<file path="src/rtl/shift_issue_stage_pkg.sv">
// Shared definitions for the shift issue stage.
//   - Opcode encodings carried on IN_OP.
//   - Decoded {LEFT, LOG} pairs that drive the ShiftLR control inputs.
//   - Decode result bundle passed from shift_op_decode to the top level.
package shift_issue_stage_pkg;

    localparam logic [1:0] OP_SLL = 2'b00;
    localparam logic [1:0] OP_SRL = 2'b01;
    localparam logic [1:0] OP_SRA = 2'b10;
    localparam logic [1:0] OP_ILL = 2'b11;

    // {LEFT, LOG} for each opcode.
    localparam logic [1:0] DEC_SLL = 2'b11;
    localparam logic [1:0] DEC_SRL = 2'b01;
    localparam logic [1:0] DEC_SRA = 2'b00;
    // Illegal ops look like a logical right shift by zero, so the shifter sees quiet inputs.
    localparam logic [1:0] DEC_ILL = 2'b01;

    typedef struct packed {
        logic       left;
        logic       log;
        logic [4:0] amt;
        logic       illegal;
    } dec_t;

endpackage

</file>
<file path="src/rtl/shift_issue_stage_decode.sv">
// shift_op_decode: combinational opcode and shift-amount decode.
// Ports:
//   op      in  2  shift opcode (SLL/SRL/SRA/illegal)
//   use_imm in  1  1 selects imm, 0 selects b_lo
//   imm     in  5  immediate shift amount
//   b_lo    in  5  low bits of the register shift amount
//   dec     out    {left, log, amt, illegal}
module shift_op_decode
    import shift_issue_stage_pkg::*;
(
    input  logic [1:0] op,
    input  logic       use_imm,
    input  logic [4:0] imm,
    input  logic [4:0] b_lo,
    output dec_t       dec
);

    always_comb begin
        dec         = '0;
        dec.amt     = use_imm ? imm : b_lo;
        dec.illegal = 1'b0;
        unique case (op)
            OP_SLL: {dec.left, dec.log} = DEC_SLL;
            OP_SRL: {dec.left, dec.log} = DEC_SRL;
            OP_SRA: {dec.left, dec.log} = DEC_SRA;
            default: begin
                {dec.left, dec.log} = DEC_ILL;
                dec.amt             = 5'd0;
                dec.illegal         = 1'b1;
            end
        endcase
    end

endmodule

</file>
<file path="src/rtl/shift_issue_stage.sv">
// shift_issue_stage: two-stage pipeline wrapper around an external
// combinational 32-bit shifter (ShiftLR).
//   Stage 1 registers the decoded op and drives the shifter inputs SH_*.
//   Stage 2 captures the shifter output SH_Z into the result register.
// Ports:
//   CLK, RESET                     clock, synchronous active-high reset
//   IN_VALID/IN_READY              upstream handshake
//   IN_OP, IN_A, IN_B, IN_IMM,
//   IN_USE_IMM, IN_TAG             op fields
//   SH_X, SH_S, SH_LEFT, SH_LOG    to shifter; SH_Z from shifter
//   OUT_VALID/OUT_READY            downstream handshake
//   OUT_Z, OUT_TAG, OUT_ZERO,
//   OUT_ILLEGAL                    registered result
//   OP_COUNT                       saturating count of completed results
module shift_issue_stage
    import shift_issue_stage_pkg::*;
#(
    parameter int TAG_W = 4,
    parameter int CNT_W = 16
) (
    input  logic             CLK,
    input  logic             RESET,
    input  logic             IN_VALID,
    output logic             IN_READY,
    input  logic [1:0]       IN_OP,
    input  logic [31:0]      IN_A,
    input  logic [31:0]      IN_B,
    input  logic [4:0]       IN_IMM,
    input  logic             IN_USE_IMM,
    input  logic [TAG_W-1:0] IN_TAG,
    output logic [31:0]      SH_X,
    output logic [4:0]       SH_S,
    output logic             SH_LEFT,
    output logic             SH_LOG,
    input  logic [31:0]      SH_Z,
    output logic             OUT_VALID,
    input  logic             OUT_READY,
    output logic [31:0]      OUT_Z,
    output logic [TAG_W-1:0] OUT_TAG,
    output logic             OUT_ZERO,
    output logic             OUT_ILLEGAL,
    output logic [CNT_W-1:0] OP_COUNT
);

    function automatic logic [CNT_W-1:0] sat_inc(input logic [CNT_W-1:0] v);
        return (&v) ? v : v + {{(CNT_W-1){1'b0}}, 1'b1};
    endfunction

    dec_t             dec_p0;
    logic             vld_p1;
    logic             ill_p1;
    logic [TAG_W-1:0] tag_p1;
    logic             vld_p2;
    logic             s2_free;
    logic             s1_adv;
    logic             accept;

    shift_op_decode u_decode (
        .op      (IN_OP),
        .use_imm (IN_USE_IMM),
        .imm     (IN_IMM),
        .b_lo    (IN_B[4:0]),
        .dec     (dec_p0)
    );

    assign s2_free   = !vld_p2 || OUT_READY;
    assign s1_adv    = vld_p1 && s2_free;
    assign IN_READY  = !vld_p1 || s2_free;
    assign accept    = IN_VALID && IN_READY;
    assign OUT_VALID = vld_p2;

    // ---- stage 1: issue register, drives the shifter inputs ----
    // SH_* load only on accept so the shifter inputs stay quiet when idle.
    always_ff @(posedge CLK) begin
        if (RESET) begin
            vld_p1  <= 1'b0;
            ill_p1  <= 1'b0;
            tag_p1  <= '0;
            SH_X    <= '0;
            SH_S    <= '0;
            SH_LEFT <= 1'b0;
            SH_LOG  <= 1'b0;
        end else if (accept) begin
            vld_p1  <= 1'b1;
            ill_p1  <= dec_p0.illegal;
            tag_p1  <= IN_TAG;
            SH_X    <= IN_A;
            SH_S    <= dec_p0.amt;
            SH_LEFT <= dec_p0.left;
            SH_LOG  <= dec_p0.log;
        end else if (s1_adv) begin
            vld_p1  <= 1'b0;
        end
    end

    // ---- stage 2: result register toward writeback ----
    always_ff @(posedge CLK) begin
        if (RESET) begin
            vld_p2      <= 1'b0;
            OUT_Z       <= '0;
            OUT_TAG     <= '0;
            OUT_ZERO    <= 1'b0;
            OUT_ILLEGAL <= 1'b0;
        end else if (s1_adv) begin
            vld_p2      <= 1'b1;
            OUT_Z       <= ill_p1 ? 32'd0 : SH_Z;
            OUT_TAG     <= tag_p1;
            OUT_ZERO    <= ill_p1 || (SH_Z == 32'd0);
            OUT_ILLEGAL <= ill_p1;
        end else if (OUT_READY) begin
            vld_p2      <= 1'b0;
        end
    end

    always_ff @(posedge CLK) begin
        if (RESET) begin
            OP_COUNT <= '0;
        end else if (vld_p2 && OUT_READY) begin
            OP_COUNT <= sat_inc(OP_COUNT);
        end
    end

endmodule

</file>
<file path="config.mk">
export PLATFORM = sky130hd
export DESIGN_NAME = shift_issue_stage
export DESIGN_NICKNAME = d
export VERILOG_FILES = /design/src/rtl/shift_issue_stage_pkg.sv /design/src/rtl/shift_issue_stage_decode.sv /design/src/rtl/shift_issue_stage.sv
export SDC_FILE = /design/constraint.sdc
export NUM_CORES = 1
export LEC_CHECK = 0
export ABC_AREA = 1
export CAP_MARGIN = 25
export CORE_UTILIZATION = 39
export DETAILED_ROUTE_END_ITERATION = 8
export GPL_TIMING_DRIVEN = 1
export PLACE_DENSITY_LB_ADDON = 0.25
export SLEW_MARGIN = 10
export SYNTH_ARGS = -nofsm -noshare
export SYNTH_HDL_FRONTEND = slang
export SYNTH_SLANG_ARGS = --single-unit
</file>
<file path="constraint.sdc">
create_clock -name CLK -period 1.6 [get_ports CLK]
set_input_delay 0.24 -clock CLK [delete_from_list [all_inputs] [get_ports CLK]]
set_output_delay 0.24 -clock CLK [all_outputs]
set_load 0.01 [all_outputs]
</file>
-- After elaboration in Yosys (flattened, before gate mapping)
Index checks and enable logic that the tools add are counted.
- register bits: 100
- input bits: 112
- word-level logic and storage cells: 40
- add/subtract/negate cells: 1
- equal/unequal tests: 2
- muxes and demuxes: 8
- bitwise logic cells: 1
- reductions and logical operators: 15
- operator list (kind ; count):
    $logic_not A32 Y1 ; 1
    $mux W32 ; 1
    $add A16 B1 Y16 const B ; 1
    $reduce_and A16 Y1 ; 1
    $mux W6 ; 1
    $mux W5 ; 1
    $mux W1 ; 4
    $pmux W2 S2 ; 1
    $reduce_bool A2 Y1 ; 2
    $logic_and A1 B1 Y1 ; 3
    $logic_or A1 B1 Y1 ; 3
    $reduce_or A3 Y1 ; 1
    $eq A2 B1 Y1 const B ; 1
    $eq A2 B2 Y1 const B ; 1
    $logic_not A1 Y1 ; 2
    $logic_not A2 Y1 ; 1
    $reduce_and A2 Y1 ; 1
    $not A1 Y1 ; 1

-- Depth between registers and ports, before layout
- depth in word-level cells: 5
- depth in mapped cells: 9

-- Hierarchy
From an unflattened synthesis, not the netlist that was laid out.
- cell total of the unflattened synthesis: 546
- area total of the unflattened synthesis: 4071.4 µm²
- modules (own cells, without submodules) (module ; times used ; cells each ; area an instance (µm²)):
    shift_issue_stage ; 1 ; 515 ; 3945.0
    shift_op_decode ; 1 ; 31 ; 126.4

-- Worst setup path after synthesis
OpenSTA, ideal clock, no wires.
- kind: flip-flop to flip-flop
- start: reg OP_COUNT[0]
- end: reg OP_COUNT[10]
- setup time: 115 ps
- data arrival time: 1303 ps
- path slack: 182 ps
- stages on the path, launching flop included: 9
- clock period less this slack: 1418 ps
- path through: dfxtp_1 ha_1 nand3_2 nor2_1 nand2_1 nor2_1 nand3_1 nand2_1 nor2_1
- cells in the longest elaborated chain, start to end: 3
- elaborated cells between the ends (all ways): 4
- classes of those cells: 1 x add/sub; 1 x bitwise; 2 x reduce/logical
- RTL lines (what ; RTL line ; text):
    start, declared ; shift_issue_stage.sv:42 ; output logic [CNT_W-1:0] OP_COUNT
    start signal, assigned ; shift_issue_stage.sv:119 ; OP_COUNT <= sat_inc(OP_COUNT);
    branches (longest 3 deep; another with $add A16 B1 Y16) ; n/a ;
Parallel ways; which one is timed is not known.
A chain may end at the register's enable or synchronous reset.

-- Worst setup path after layout
- start: reg OP_COUNT[12]
- end: out OP_COUNT[12]
No word-level cell between the ends.

==> impl_metrics.csv <==
group,metric,value,unit
run_status,run_status,"finished, final reports clean",
power_and_ir_drop,leakage,2.46,nW
cells_and_area,n_antenna_cell,0,
yosys,netlist_instances,520,
yosys,ys_ff_latch,100,
power_and_ir_drop,ir_drop,0.000503,V
cells_and_area,nets,817,
timing,finClkSkew,0.0101,ns
routing,firstDrtPassIters,5,
cells_and_area,fin_cells,841,
yosys,yosysMostFrequentCell,"nor2_1",
clock_tree,cts_sinks,100,
die,die_height,102,um
yosys,synth_edf_count,0,
clock_tree,cts_inserted_buffers,9,
power_and_ir_drop,p_sw_share,25.1,%
routing,drtIter0Drc,114,
power_and_ir_drop,p_per_area,862,nW/um^2
power_and_ir_drop,switching_power,1.35,mW
yosys,synth_area_leaders,"dfxtp_1 51%, nor2_1 18%, o21ai_0 6.9%",
die,die_w,102,um
routing,drcViolationCount,0,
worst_setup_path,cp_slowest_cell,"clkdlybuf4s50_1",
cells_and_area,n_fill_cell,855,
worst_setup_path,critical_path_buf_inv_count,1,
placement,place_inst,826,
die,io_pins,207,
yosys,synth.avg_cell_area,7.55,um^2
yosys,syn_nets,633,
worst_setup_path,required,1.36,ns
yosys,yosys_warnings,0,
clock_tree,clock_latency,0.36,ns
timing,finalCritPeriodShare,97.4,%
clock_tree,postCtsSetupBuffers,0,
die,num_rows,36,
flow_run,drv_cap,0,
worst_hold_path,hold_path.class,"register to register",
die,floorplan.initialDensity,40.2,%
timing,fmax,642,MHz
yosys,synth_top_area_cell,"dfxtp_1",
cells_and_area,drive_gt1_share,8.90,%
placement,portBuffers,179,
cells_and_area,area_delta_synth_final,58.6,%
cells_and_area,finalInstanceArea,6230,um^2
routing,final_antenna_net_count,0,
die,dieArea,10500,um^2
clock_tree,cts_tree,"built",
clock_tree,holdBufCountCts,0,
grt,grt_start_max_net_pins,38,
worst_setup_path,crit_arrival,1.32,ns
timing,slew_violations,0,
routing,wl,11.5,mm
placement,hpwl,8.40,mm
yosys,yosys-top-cells-count,"186 x nor2_1, 100 x dfxtp_1, 54 x o21ai_0",
timing,rsz0062_at_grt,"false",
power_and_ir_drop,combPwrFrac,17.1,%
clock_tree,clock_path_buffers,2,
timing,worst_slew_pin_slew,0.397,ns
grt,grt_pass1_vias,3824,
routing,via_count,4116,
routing,via_per_inst,4.89,
grt,overflow,0,
clock_tree,clkTransAtPathRegs,0.10,ns
power_and_ir_drop,seqPwrFrac,50.1,%
worst_setup_path,cpPeakStageDelay,0.56,ns
timing,setup_violations,0,
die,design.core.area,9770,um^2
power_and_ir_drop,p_int,4.02,mW
yosys,ys_seq_area_share,51.0,%
clock_tree,htree_levels,3,
grt,grt_pass1_wl,17.5,mm
yosys,netlist.area_leader.share,51.0,%
yosys,synth.cell_area,3930,um^2
clock_tree,cts_root_buf,"clkbuf_8",
grt,grt_usage,21.3,%
worst_setup_path,cp_max_fo,6,
timing,relSlewSlack,73.5,%
timing,min_period,1.56,ns
placement,place.gp.congestion,0.845,
power_and_ir_drop,p_clk_share,32.9,%
worst_setup_path,rrSetupSlack,0.14,ns
routing,wl_per_cell,13.7,um
worst_setup_path,critical_path.top_delay_family,"buffers and inverters",
yosys,synth-async-reset-ratio,0,%
worst_setup_path,start_kind,"register",
yosys,synth_cell_types,25,
placement,place_area,5990,um^2
timing,timing.setup.tns,0,ns
worst_setup_path,cp-end-kind,"output pin",
worst_setup_path,critical_path.cell_chain,"clkdlybuf4s50_1",
yosys,ys.flop_type,"dfxtp_1",
grt,antenna_found_initial,1,
timing,hold_violations,0,
worst_setup_path,critical_path_class,"register to output pin",
power by group through the flow:
stage | combinational, mW | clock (mW) | sequential [mW]
CTS | 0.924 | 1.79 | 2.69
global route | 0.996 | 1.91 | 2.71
finish | 0.916 | 1.77 | 2.69
floorplan | 0.289 | 0 | 2.80
global placement | 0.900 | 0 | 2.74
detailed placement | 0.920 | 0 | 2.75
through the flow:
step / hold slack, ns / total power, mW / utilization [%] / setup WS [ns]
floorplan: 0.342 / 3.09 / - / 0.182
global placement: 0.459 / 3.64 / 61.2 / -0.0771
global route: 0.497 / 5.62 / 63.7 / 0.00529
detailed placement: 0.473 / 3.67 / 61.2 / -0.111
CTS: 0.484 / 5.41 / 63.4 / 0.00365
finish: 0.490 / 5.37 / 63.7 / 0.0422
kinds of logic after synthesis:
group	share of synthesized area, %
adders and majority gates	0.319
and+or+nand+nor	27.4
buffers and inverters	5.19
DFF	51.0
AOI/OAI and AO/OA	16.2
state kept, by name, summed over array words and instances (netlist names):
name	count
vld_p1	1
OUT_TAG	4
OUT_Z	32
ill_p1	1
OP_COUNT	16
SH_X	32
tag_p1	4
OUT_VALID	1
SH_LEFT	1
SH_LOG	1
SH_S	5
OUT_ZERO	1
OUT_ILLEGAL	1
routing by layer:
metal / vias up / GRT usage (%) / share of wire, %
met5: - / 0 / 0
met4: 0 / 7.03 / 1.2
met3: 14 / 6.63 / 8.2
met2: 149 / 37.3 / 49
met1: 1874 / 24.7 / 42
li1: 2079 / - / -
area by class of cell:
cell class / count / area [um^2] / share of cell area [%]
repair buffers: 200 / 2020 / 32.5
flip-flops and latches: 100 / 2020 / 32.4
multi-input cells: 374 / 1740 / 27.9
well taps: 133 / 166 / 2.67
clock buffers: 9 / 124 / 1.99
clock inverters: 6 / 88.8 / 1.43
inverters: 19 / 71.3 / 1.15
placed cells by master, fill, tap and decap left out, types with 2 or more instances in the layout:
| cell type | n |
|---|---|
| nor2_1 | 185 |
| clkdlybuf4s50_1 | 174 |
| dfxtp_1 | 87 |
| o21ai_0 | 54 |
| nand2_1 | 42 |
| a22oi_1 | 32 |
| a21oi_1 | 19 |
| inv_1 | 16 |
| buf_4 | 15 |
| nand3_1 | 13 |
| dfxtp_2 | 12 |
| clkbuf_8 | 9 |
| buf_12 | 6 |
| nand2_2 | 5 |
| nand4_1 | 5 |
| nor3_1 | 4 |
| dlygate4sd2_1 | 4 |
| nor2_2 | 3 |
| nand3b_1 | 3 |
| nand3_2 | 2 |
| inv_2 | 2 |
| bufinv_16 | 2 |
| clkinvlp_4 | 2 |
final timing paths:
path,from,endpoint,cells after the start
max reg2reg,OP_COUNT[1]$_SDFFE_PP0P_,OP_COUNT[0]$_SDFFE_PP0P_,8
min reg2reg,OUT_TAG[1]$_SDFFE_PP0P_,OUT_TAG[1]$_SDFFE_PP0P_,2
min,OUT_TAG[1]$_SDFFE_PP0P_,OUT_TAG[1]$_SDFFE_PP0P_,2
max,OP_COUNT[12]$_SDFFE_PP0P_,OP_COUNT[12],1
what timing repair did:
item | in CTS | in global routing
setup endpoints to repair | 10 | 17
resized for setup | 10 | 12
pin swaps | 0 | 0
endpoints found under the hold margin | 0 | 0
tightest hold or removal path, stage by stage, from the launching register on:
cell	delay [ns]
dfxtp_1	0.32
nor2_1	0.09
nor2_1	0.05
(Power assumes the default switching activity.)
